$ cat config.mk
export PLATFORM = sky130hd
export DESIGN_NAME = seq_gen
export DESIGN_NICKNAME = d
export VERILOG_FILES = /design/src/rtl/seq_gen.sv
export SDC_FILE = /design/constraint.sdc
export NUM_CORES = 1
export LEC_CHECK = 0
export CAP_MARGIN = 40
export CELL_PAD_IN_SITES_DETAIL_PLACEMENT = 0
export CELL_PAD_IN_SITES_GLOBAL_PLACEMENT = 2
export CORE_AREA = 5 5 65 67
export DETAILED_ROUTE_END_ITERATION = 7
export DIE_AREA = 0 0 70 72
export PLACE_DENSITY_LB_ADDON = 0.15
export SYNTH_ARGS = -nofsm -noshare
export SYNTH_HDL_FRONTEND = slang
export SYNTH_SLANG_ARGS = --single-unit
$ cat constraint.sdc
create_clock -name clk -period 4.4 [get_ports clk]
set_input_delay 0.66 -clock clk [delete_from_list [all_inputs] [get_ports clk]]
set_output_delay 0.66 -clock clk [all_outputs]
set_load 0.01 [all_outputs]
$ cat src/rtl/seq_gen.sv
// Serial frame generator: emits preamble, latched payload and idle-high gap on dout.
// Outputs are registered; busy spans the frame bits and done pulses once after the gap.
module seq_gen #(
  parameter int unsigned PRE_W    = 8,
  parameter logic [PRE_W-1:0] PREAMBLE = 8'b0101_0101,
  parameter int unsigned DATA_W   = 8,
  parameter int unsigned GAP      = 2
) (
  input  logic              clk,
  input  logic              rst,
  input  logic              start,
  input  logic [DATA_W-1:0] data,
  output logic              dout,
  output logic              busy,
  output logic              done
);

  localparam int unsigned MAX_PD = (PRE_W > DATA_W) ? PRE_W : DATA_W;
  localparam int unsigned MAX_W  = (MAX_PD > GAP) ? MAX_PD : GAP;
  localparam int unsigned CNT_W  = $clog2(MAX_W + 1);
  localparam int unsigned SR_W   = PRE_W + DATA_W;

  typedef enum logic [1:0] {ST_IDLE, ST_PRE, ST_PAY, ST_GAP} state_t;

  state_t            state, state_n;
  logic [CNT_W-1:0]  cnt, cnt_n;
  logic [SR_W-1:0]   sr, sr_n;
  logic              dout_n, busy_n, done_n;

  always_ff @(posedge clk) begin
    if (rst) begin
      state <= ST_IDLE;
      cnt   <= '0;
      sr    <= '0;
      dout  <= 1'b1;
      busy  <= 1'b0;
      done  <= 1'b0;
    end else begin
      state <= state_n;
      cnt   <= cnt_n;
      sr    <= sr_n;
      dout  <= dout_n;
      busy  <= busy_n;
      done  <= done_n;
    end
  end

  // Outputs are computed for the bit shown next cycle, so the preamble MSB
  // goes out directly at acceptance and the shift register holds the rest.
  always_comb begin
    state_n = state;
    cnt_n   = cnt;
    sr_n    = sr;
    dout_n  = 1'b1;
    busy_n  = 1'b0;
    done_n  = 1'b0;
    case (state)
      ST_IDLE: begin
        if (start) begin
          state_n = ST_PRE;
          cnt_n   = CNT_W'(PRE_W - 1);
          sr_n    = {PREAMBLE, data} << 1;
          dout_n  = PREAMBLE[PRE_W-1];
          busy_n  = 1'b1;
        end
      end
      ST_PRE: begin
        busy_n = 1'b1;
        dout_n = sr[SR_W-1];
        sr_n   = sr << 1;
        if (cnt == '0) begin
          state_n = ST_PAY;
          cnt_n   = CNT_W'(DATA_W - 1);
        end else begin
          cnt_n = cnt - CNT_W'(1);
        end
      end
      ST_PAY: begin
        busy_n = 1'b1;
        if (cnt == '0) begin
          state_n = ST_GAP;
          cnt_n   = CNT_W'(GAP - 1);
        end else begin
          dout_n = sr[SR_W-1];
          sr_n   = sr << 1;
          cnt_n  = cnt - CNT_W'(1);
        end
      end
      ST_GAP: begin
        if (cnt == '0) begin
          state_n = ST_IDLE;
          cnt_n   = '0;
          done_n  = 1'b1;
        end else begin
          busy_n = 1'b1;
          cnt_n  = cnt - CNT_W'(1);
        end
      end
      default: begin
        state_n = ST_IDLE;
        cnt_n   = '0;
      end
    endcase
  end

endmodule
# Yosys cells after proc, flatten, opt, wreduce, memory -nomap -nowiden
# Index checks and enable logic that the tools add are counted.
[op_classes]
add_sub_neg = 1
n_reduce_logical = 7
n_eq_ne = 8
n_bitwise = 1
muxes = 20
[op_table]
columns = ["cell", "count"]
rows = [
  ["$pmux 16 s3", 1],
  ["$mux 16", 2],
  ["$mux 4", 4],
  ["$pmux 4 s4", 1],
  ["$ne 2x2->1 const B", 5],
  ["$mux 2", 4],
  ["$pmux 2 s4", 1],
  ["$pmux 1 s3", 2],
  ["$mux 1", 5],
  ["$eq 2x2->1 const B", 2],
  ["$logic_not 4->1", 1],
  ["$reduce_and 4->1", 1],
  ["$reduce_or 2->1", 2],
  ["$sub 4x1->4 const B", 1],
  ["$reduce_and 3->1", 1],
  ["$reduce_bool 3->1", 1],
  ["$eq 2x1->1 const B", 1],
  ["$logic_not 2->1", 1],
  ["$not 1->1", 1],
]
[totals]
output_inout_bits = 3
reg_bits = 25
elab_cells = 43

# Depth between registers and ports, before layout
# Gate-level depths: netlist of the first run.
[logic_depth]
ltp_word = 3
ltp_mapped = 7
depth_no_buf = 6

# Worst setup path after synthesis of the first run
# Ideal clock, no wire load.
[synth_timing]
kind = "register to register"
start = "register state[0]"
end = "register state[1]"
setup_ns = 0.132
setup_slack_ns = 2.708
stages_incl_launch_ff = 7
arrival_time_ns = 1.560
synth_period_minus_slack_ns = 1.692
cell_sequence = "dfxtp_1 > inv_1 > ha_1 > or3_1 > a21oi_4 > mux2i_1 > nor2_1"
[synth_via]
elab_chain_len = 3
[synth_rtl]
columns = ["item", "line_no", "rtl"]
rows = [
  ["start: declaration", "25", "state_t state, state_n;"],
  ["start signal: assignment", "39", "state <= state_n;"],
  ["$eq 2x1->1 (tied with other cells)", "57", "case (state)"],
  ["$ne 2x2->1 (no line)", "n/a", ""],
  ["$reduce_and 4->1 (no line)", "n/a", ""],
]
# Several ways; a longest one is shown, not always the timed one.
# A chain may end at the register's enable or synchronous reset.

# Worst setup path after layout of the first run
[layout_timing]
start = "input start"
end = "register sr[6]"
[layout_via]
elab_chain_len = 2
[layout_rtl]
columns = ["item", "line_no", "rtl"]
rows = [
  ["start: declaration", "11", "input logic start,"],
  ["$ne 2x2->1 (no line)", "n/a", ""],
  ["$reduce_and 3->1 (no line)", "n/a", ""],
  ["end signal: assignment", "41", "sr <= sr_n;"],
  ["end: declaration", "27", "logic [SR_W-1:0] sr, sr_n;"],
]
# No other way between the ends.

==> run metrics, run 1 <==
status=completed; number of vias per cell=4.96; cell count after synthesis=130; critical path capture point type=register; Crit Path Max Fanout=18; via count=933; EDFF count, synth=0; highest ir drop seen on vdd=0.274 mV; Primary FF master, synth=dfxtp_1; IO Pins=14; Clock Skew=5.82 ps; largest net degree at the start of global routing=19; WP data arrival=2380 ps; worst slew pin tran=669 ps; initial core utilization=about a third; register area share after synthesis=39.6%; critical path class=input port to register; commonest cells after routing, fill and taps aside=dfxtp_1, nor2_1, clkdlybuf4s50_1; DR pass1 iterations=4; area of the mapped netlist=1210 um^2; HPWL after DPL=1750 um; syn_area_per_cell=9.34 um^2; Setup WS post-layout=roughly 2300 ps; Placed Area=1380 um^2; WHS=464 ps; final WL=~2400 um; CTS tree=yes; M3 GR Usage=1.66%; Net Count, Synth=148; clock latency on the worst-skew pair=about 310 ps; TNS Setup=0 ps; cell area after layout=1410 um^2; worst setup path end=sr[6]; share of flip-flops with an asynchronous set or reset=0%; R2R depth=8; Port Buf Inserts=13; met2 GRT Util=a little under a fifth; worst path required time=between 4000 and 5000 ps; H-tree levels=1; Psw=0.000463 W; clock share of power=9.2%; max frequency=469 MHz; cts repair resizes=0; DRC violations left=0; Post-CTS Setup Bufs=0; vias in the first global route=924; Final Critical Period=about 2100 ps; worst r2r src=state[0]; GR Util met1=roughly an eighth; Gate power share=56.9%; leak pwr=roughly 0.53 nW; die span in x=about 70 um; antenna diode count=0; Hold Vio Cnt, Final=0; CTS Buf Count=3; sw frac=43.4%; final net count=160; hold crit path type=register to register; first-pass GRT wire length=around 4200 um; Die Height=72 um; Relative slew margins=a little under three fifths; die footprint=5040 um^2; layout cell share with drive strength beyond 1=about 10%; CP startpoint kind=input port; Syn. warnings=0; Reg clk slew, reported paths=between 100 and 150 ps; GRT Max-Usage Layer=met2; internal power=0.000604 W; gr usage total=10.2%; Place WS=slightly below 2000 ps; Max-Cap Viols=0; Worst setup startpoint=start; most common library cell in the layout ignoring fill and taps=dfxtp_1; Core Area=3580 um^2; cts-stage hold buffer count=0; Std-Cell Rows=22; area grow syn2layout=15.8%; Final period util=between 40% and 50%; PwrDens=about 760 nW/um^2; wire per inst=12.6 um; routability cong.=0.724; Synth area leader=dfxtp_1; clock root buffer=clkbuf_4; #FFs+latches synth=24; unrepaired setup endpoints after global routing=false; Finish-stage setup viols=0; Synth cell types=29; top cells by area, synth=dfxtp_1, ha_1, mux2i_1, nor2_1, a211oi_2; ANT nets after route=0; Num Clock Sinks=24; fin. max-slew vios=0; Reg-to-Reg End=sr[6]; Yosys top cell area share=39.6%; initial antenna violation count=0; maximum clock insertion buffer count=2; reg2reg setup slack=roughly 2300 ps; grt ovf=0; initial detailed-routing violation count=27; Flop pwr share=around 34%
==> stage by stage <==
| stage | instances | util [%] | power [W] |
|---|---|---|---|
| 3_3_place_gp | 182 | 37.6 | 0.000944 |
| 4_1_cts | 188 | 39.3 | 0.00108 |
| 3_5_place_dp | 185 | 38.6 | 0.000981 |
| 5_1_grt | 188 | 39.3 | 0.00117 |
| 2_1_floorplan | 130 | - | 0.000867 |
| 6_report | 188 | 39.3 | 0.00107 |
==> sequential cells by signal (all words and copies together), names as in the netlist <==
name   cells
busy       1
cnt        4
done       1
dout       1
sr        15
state      2
==> per-layer routing <==
layer,routed length [um],share of wire (%),vias to the layer above
li1,-,-,484
met1,1100,46,438
met2,1200,51,9
met3,54,2.3,2
met4,19,0.80,0
met5,0,0,-
==> power groups by stage <==
stage	Sequential, W	Clock (W)	Combinational, W
finish	0.000361	0.0000985	0.000607
global route	0.000375	0.000113	0.000679
CTS	0.000362	0.000104	0.000617
detailed placement	0.000368	0	0.000614
global placement	0.000366	0	0.000578
floorplan	0.000360	0	0.000508
==> logic make-up (layout without fill, tap and decap cells) <==
logic type      after synthesis  count (layout)  synth area share [%]
compound gates               32              32                  22.6
buf+inv                      19              29                  7.94
flops                        24              24                  39.6
simple gates                 40              40                  16.1
fa+ha+maj                     7               7                  7.22
mux                           8               8                  6.60
==> worst max-delay path, cell delays in order <==
cell and delay (ps):
clkdlybuf4s50_1 480, nor2b_1 70, buf_4 180, a211oi_4 470
buf_8 230, nor2_1 70, a211oi_2 210
==> cell type report <==
| class | count | area [um^2] |
|---|---|---|
| fillers | 386 | 2170 |
| flip-flops and latches | 24 | 480 |
| clock buffers | 3 | 22.5 |
| repair buffers | 16 | 168 |
| well taps | 48 | 60.1 |
| inverters | 10 | 37.5 |
| multi-input cells | 87 | 637 |
==> synthesized netlist by cell type (4+ instances only) <==
cell,count
a21oi_1,6
dfxtp_1,24
a211oi_2,5
nand2_1,7
a311oi_1,5
inv_1,10
ha_1,7
nor2_1,17
mux2i_1,8
clkbuf_1,4
a211oi_1,8
==> worst min path at each step <==
| stage | slack (ps) | startpoint | cells after the start | end |
|---|---|---|---|---|
| after floorplan | 430 | sr[1] | 2 | sr[1] |
| after global placement | 440 | sr[12] | 2 | sr[12] |
| after detailed placement | 440 | sr[12] | 2 | sr[12] |
| after CTS | 460 | sr[12] | 2 | sr[12] |
| after global routing | 490 | sr[12] | 2 | sr[13] |
| final | 460 | sr[12] | 2 | sr[12] |
Note: power is estimated with default switching activity, not from simulation.
==> run 2: changes to the inputs <==
Settings changed: CORE_AREA 5 5 65 67 to 5 5 70 72, DIE_AREA 0 0 70 72 to 0 0 75 77.
Clock period 4.4 ns to 1.95 ns, I/O delays scaled along.
==> run 2 against run 1 <==
Total power increased by 150%. Sequential power increased by 130%. Critical path depth decreased by 1. Clock skew increased by 3.5 ps. Combinational power increased by 140%. Critical path type is now register to register. Routed wire length increased by 1.6%. Hold slack got worse by 8.8 ps. Clock power increased to 3.5 times the previous value. Sequential share of layout area decreased by 2.0 points. Via count decreased by 1.7%. Largest cell class unchanged. Critical endpoint is now state[1]. First-iteration DRC count increased by 44%. Clock-buffer cell count increased by 1.
==> run metrics, run 2 (synthesis results as in run 1) <==
status=completed (unchanged); Finish-stage setup viols=0 (unchanged); Port Buf Inserts=13 (unchanged); internal power=0.00155 W (was 0.000604 W); layout cell share with drive strength beyond 1=13.7% (was 10.0%); initial core utilization=28.7% (was 33.9%); max frequency=560 MHz; highest-delay cell along the critical path=or3_1 (was clkdlybuf4s50_1); ANT nets after route=0 (unchanged); Flop pwr share=31.2% (was 33.8%); Clock Skew=9.32 ps (was 5.82 ps); Crit Path Max Fanout=4 (was 18); Top reg by flops=sr (unchanged); Worst Hold Depth=2 (unchanged); cts repair resizes=0 (unchanged); Final Critical Period=1780 ps; IO Pins=14 (unchanged); PwrDens=1760 nW/um^2 (was 759 nW/um^2); sw frac=40.9% (was 43.4%); Max-Cap Viols=0 (unchanged); vias in the first global route=972 (was 924); clock share of power=13.1% (was 9.2%); maximum clock insertion buffer count=2 (unchanged); Gate power share=55.7% (was 56.9%); clock latency on the worst-skew pair=270 ps (was 310 ps); worst slew pin tran=345 ps (was 669 ps); cts-stage hold buffer count=0 (unchanged); leak pwr=0.570 nW (was 0.525 nW); CTS Buf Count=3 (unchanged); Post-CTS Setup Bufs=0 (unchanged); antenna diode count=0 (unchanged); via count=917 (was 933); Psw=0.00107 W (was 0.000463 W); fin. max-slew vios=0 (unchanged); clock root buffer=clkbuf_8 (was clkbuf_4); CTS tree=yes (unchanged); Hold Vio Cnt, Final=0 (unchanged); sequential standard cell area=480 um^2 (unchanged); Reg clk slew, reported paths=90 ps (was 130 ps); critical path class=register to register (was input port to register); critical path capture point type=register (unchanged); HPWL after DPL=1740 um (was 1750 um); Multi-input gate area=637 um^2 (unchanged); R2R depth=6 (was 8); H-tree levels=1 (unchanged); unrepaired setup endpoints after global routing=false (unchanged); Num Clock Sinks=24 (unchanged); critical-path cell list=inv_1, ha_1, or3_1, a21oi_4, mux2i_1, nor2_1 (was clkdlybuf4s50_1, nor2b_1, buf_4, a211oi_4, buf_8, nor2_1, a211oi_2); final WL=2410 um (was 2370 um); area grow syn2layout=22.8% (was 15.8%); Std-Cell Rows=24 (was 22); initial detailed-routing violation count=39 (was 27); highest ir drop seen on vdd=0.593 mV (was 0.274 mV); CP startpoint kind=register (was input port); hold crit path type=register to register (unchanged); worst path required time=2110 ps (was 4640 ps); TNS Setup=0 ps (unchanged); WP data arrival=1950 ps (was 2380 ps); first-pass GRT wire length=4490 um (was 4240 um); die span in x=75 um (was 70 um); registers with the most flip-flops=sr: 15 flops, cnt: 4 flops, state: 2 flops (unchanged); gr usage total=9.77% (was 10.2%); final net count=165 (was 160); die footprint=5780 um^2 (was 5040 um^2); commonest cells after routing, fill and taps aside=dfxtp_1, nor2_1, clkdlybuf4s50_1 (unchanged); fill cell count=431 (was 386); number of vias per cell=4.63 (was 4.96); Inst Count DP=194 (was 185); DR pass1 iterations=4 (unchanged); Final period util=91.5%; DRC violations left=0 (unchanged); grt ovf=0 (unchanged); Core Area=4230 um^2 (was 3580 um^2); largest net degree at the start of global routing=28 (was 19); wire per inst=12.2 um (was 12.6 um); Finished Layout Cells=198 (was 188); Largest register FFs=15 (unchanged); most common library cell in the layout ignoring fill and taps=dfxtp_1 (unchanged); initial antenna violation count=0 (unchanged); routability cong.=0.719 (was 0.724); Relative slew margins=76.9% (was 55.4%); Die Height=77 um (was 72 um); Worst path max stage delay=460 ps (was 480 ps)
## run 2: changes by cell type in the layout (fill, tap and decap cells not counted)
| cell | change |
|---|---|
| buf_4 | +5 |
| clkbuf_8 | +4 |
| buf_8 | -2 |
| clkbuf_4 | -3 |
| buf_12 | +2 |
## run 2: final timing paths
check,start,end,slack (ps)
min reg2reg,sr[14],sr[15],460
max,state[0],state[1],170
min,sr[14],sr[15],460
max reg2reg,state[0],state[1],170
## run 2: area by class of cell
type | instances | area share, %
multi-input cells | 87 | 42.7
flip-flops and latches | 24 | 32.2
repair buffers | 21 | 14.4
well taps | 52 | 4.37
clock buffers | 4 | 3.69
inverters | 10 | 2.52
## run 2: layer usage
layer	vias up	track usage, %	part of all wire [%]
li1	488	-	-
met1	414	12.3	46
met2	13	15.7	48
met3	2	3.01	4.5
met4	0	2.85	0.96
met5	-	0	0
## run 2: critical path, delay by kind of cell, from the launching register on
family / cells / cell delay [ps]
AOI/OAI and AO/OA: 1 / 210
adders and majority gates: 1 / 270
buffers and inverters: 1 / 100
DFF: 1 / 390
muxes: 1 / 210
and+or+nand+nor: 2 / 510
## run 2: power by group through the flow
stage          Sequential (W)  Combinational (W)  Clock, W
3_5_place_dp         0.000832            0.00148         0
4_1_cts              0.000822            0.00148  0.000364
5_1_grt              0.000852            0.00166  0.000382
2_1_floorplan        0.000811            0.00115         0
3_3_place_gp         0.000828            0.00148         0
6_report             0.000819            0.00146  0.000344
## run 2: per-stage QoR
| step | power [W] | hold slack (ps) | worst slack, ps | util (%) | instance area (um^2) |
|---|---|---|---|---|---|
| 2_1_floorplan | 0.00196 | 365 | 258 | - | 1210 |
| 3_3_place_gp | 0.00230 | 443 | 226 | 33.9 | 1440 |
| 3_5_place_dp | 0.00231 | 449 | 184 | 33.9 | 1440 |
| 4_1_cts | 0.00267 | 462 | 171 | 35.2 | 1490 |
| 5_1_grt | 0.00290 | 489 | 36.1 | 35.2 | 1490 |
| 6_report | 0.00263 | 456 | 165 | 35.2 | 1490 |
==> edit (flow settings as in run 2) <==
The parameter `DATA_W` goes from 8 to 16.
--- a/src/rtl/seq_gen.sv
+++ b/src/rtl/seq_gen.sv
@@ -3,7 +3,7 @@
 module seq_gen #(
   parameter int unsigned PRE_W    = 8,
   parameter logic [PRE_W-1:0] PREAMBLE = 8'b0101_0101,
-  parameter int unsigned DATA_W   = 8,
+  parameter int unsigned DATA_W   = 16,
   parameter int unsigned GAP      = 2
 ) (
   input  logic              clk,
Ports: changed (resized data); port bits go from 14 to 22. The function was not compared with the original's and may differ.
==> edit against run 2 <==
Routed wire length is 33% higher; total power is 30% higher; design area is 31% higher; combinational power is 25% higher; clock skew is 2.8 ps lower; global-route usage is 2.1 points higher; sequential cell count is 9 higher; maximum frequency is 4.7% lower; worst setup slack worse by 87 ps; synthesized area is 27% higher; core utilization is 11 points higher; sequential share of layout area is 1.6 points higher; largest cell class unchanged.
==> edit: results <==
[sta]
maxSlewHeadroom_pct = 70.0
clock_skew_ps = 6.56

[power]
peakVddDrop_uv = 792
p_leak_nw = 0.754

[synth]
synthArstFlopShare_pct = 0
synth.area.top_cells = "dfxtp_1 (43%), mux2i_1 (10%), a211oi_1 (9.7%)"
synth_sequential_area_ratio_pct = 42.7
yosysWarnings = 0
ys_top_cells_by_count = "dfxtp_1 (33), nor2_1 (23), a211oi_1 (20)"
synth_nets = 192
ys_types = 30

[global_route]
track_usage_pct = 11.9
antenna_found_initial = 0
grt_pass1_vias = 1267
grt_max_degree = 48
grt_pass1_wl_um = 5510

[worst_hold_path]
hold_class = "reg -> reg"

[critical_path]
critical_path_arrival_ps = 2020
cp_slowest_cell = "dfxtp_1"
cp_max_fo = 23
max_stage_delay_ps = 360

[layout]
drive_gt1_share_pct = 9.47
reg.largest.list = "sr x23, cnt x5, state x2"
fillCellCount = 416
num_antenna_cells = 0
nNetsFinal = 214

[route]
first_iter_violations = 56
dr.pass1.iters = 4
wl_um = 3210
drc_errors = 0
vias = 1229

[clocking]
clock_latency_ps = 270
cts_buffers = 5
cts_root_buffer = "clkbuf_8"
cts.path.max_buffers = 2
clk_pin_slew_ps = 70
h-tree-depth = 2

[placed_design]
numPortBuffers = 21
dp_slack_ps = 51.5
dpl.hpwl_um = 2020
finalWeightedCongestion = 0.747

[run_status]
outcome = "finished, final reports clean"
-- edit: cell count changes after synthesis, sizes merged, moves of 2 or more --
cell and change:
nand4 -2, dfxtp +9, nand2 -2, mux2i +8, nor2 +6, a21oi -2
a211oi +8, buf +2, clkbuf +3, nand2b +5
-- edit: critical path: cells and delay by family, from the launching register on --
kind / cells / cell delay [ps]
simple gates: 2 / 280
flops: 1 / 360
compound gates: 2 / 320
buf+inv: 4 / 590
fa+ha+maj: 1 / 200
-- edit: stage by stage --
step	area (µm²)	total power (W)	instances	hold slack, ps
after detailed placement	1830	0.00284	232	459
after CTS	1910	0.00334	240	473
after global routing	1950	0.00371	242	504
after global placement	1830	0.00280	232	455
final	1950	0.00342	242	476
after floorplan	1550	0.00239	167	445
-- edit: timing repair --
item / 4_1_cts / 5_1_grt
setup buffers: 0 / 1
endpoints found under the setup margin: 0 / 21
gates resized for setup: 0 / 1
-- edit: cell type report --
cell class | instances | area, µm² | area share [%]
multi-input cells | 111 | 797 | 40.9
flip-flops and latches | 33 | 661 | 33.9
repair buffers | 29 | 313 | 16.0
well taps | 52 | 65.1 | 3.34
inverters | 9 | 33.8 | 1.73
clock buffers | 8 | 80.1 | 4.11
-- edit: cell families after synthesis --
logic type               share of synthesized area [%]
XOR/XNOR                                         0.566
adder cells (fa/ha/maj)                           4.85
multiplexers                                      10.4
flip-flops                                        42.7
AND/OR/NAND/NOR                                   16.7
AO/OA/AOI/OAI                                     18.4
buffers and inverters                             6.39
-- edit: layer usage --
metal | vias to the layer above | GRT usage (%) | routed length (µm)
met5 | - | 0 | 0
met4 | 0 | 4.80 | 36
met3 | 5 | 2.75 | 99
met2 | 21 | 17.2 | 1460
met1 | 568 | 16.6 | 1610
li1 | 635 | - | -
-- edit: worst paths after layout --
check / from / end / slack (ps) / depth (start not counted)
worst max register to register: cnt[0] / sr[22] / 80 / 9
worst min register to register: sr[20] / sr[20] / 480 / 2
worst max-delay path: cnt[0] / sr[22] / 80 / 9
worst min-delay path: sr[20] / sr[20] / 480 / 2
-- edit: where the power goes --
part	total, W	internal [W]	switching, W
Clock	0.000482	0.000253	0.000228
Combinational	0.00182	0.000884	0.000936
Sequential	0.00111	0.000953	0.000160
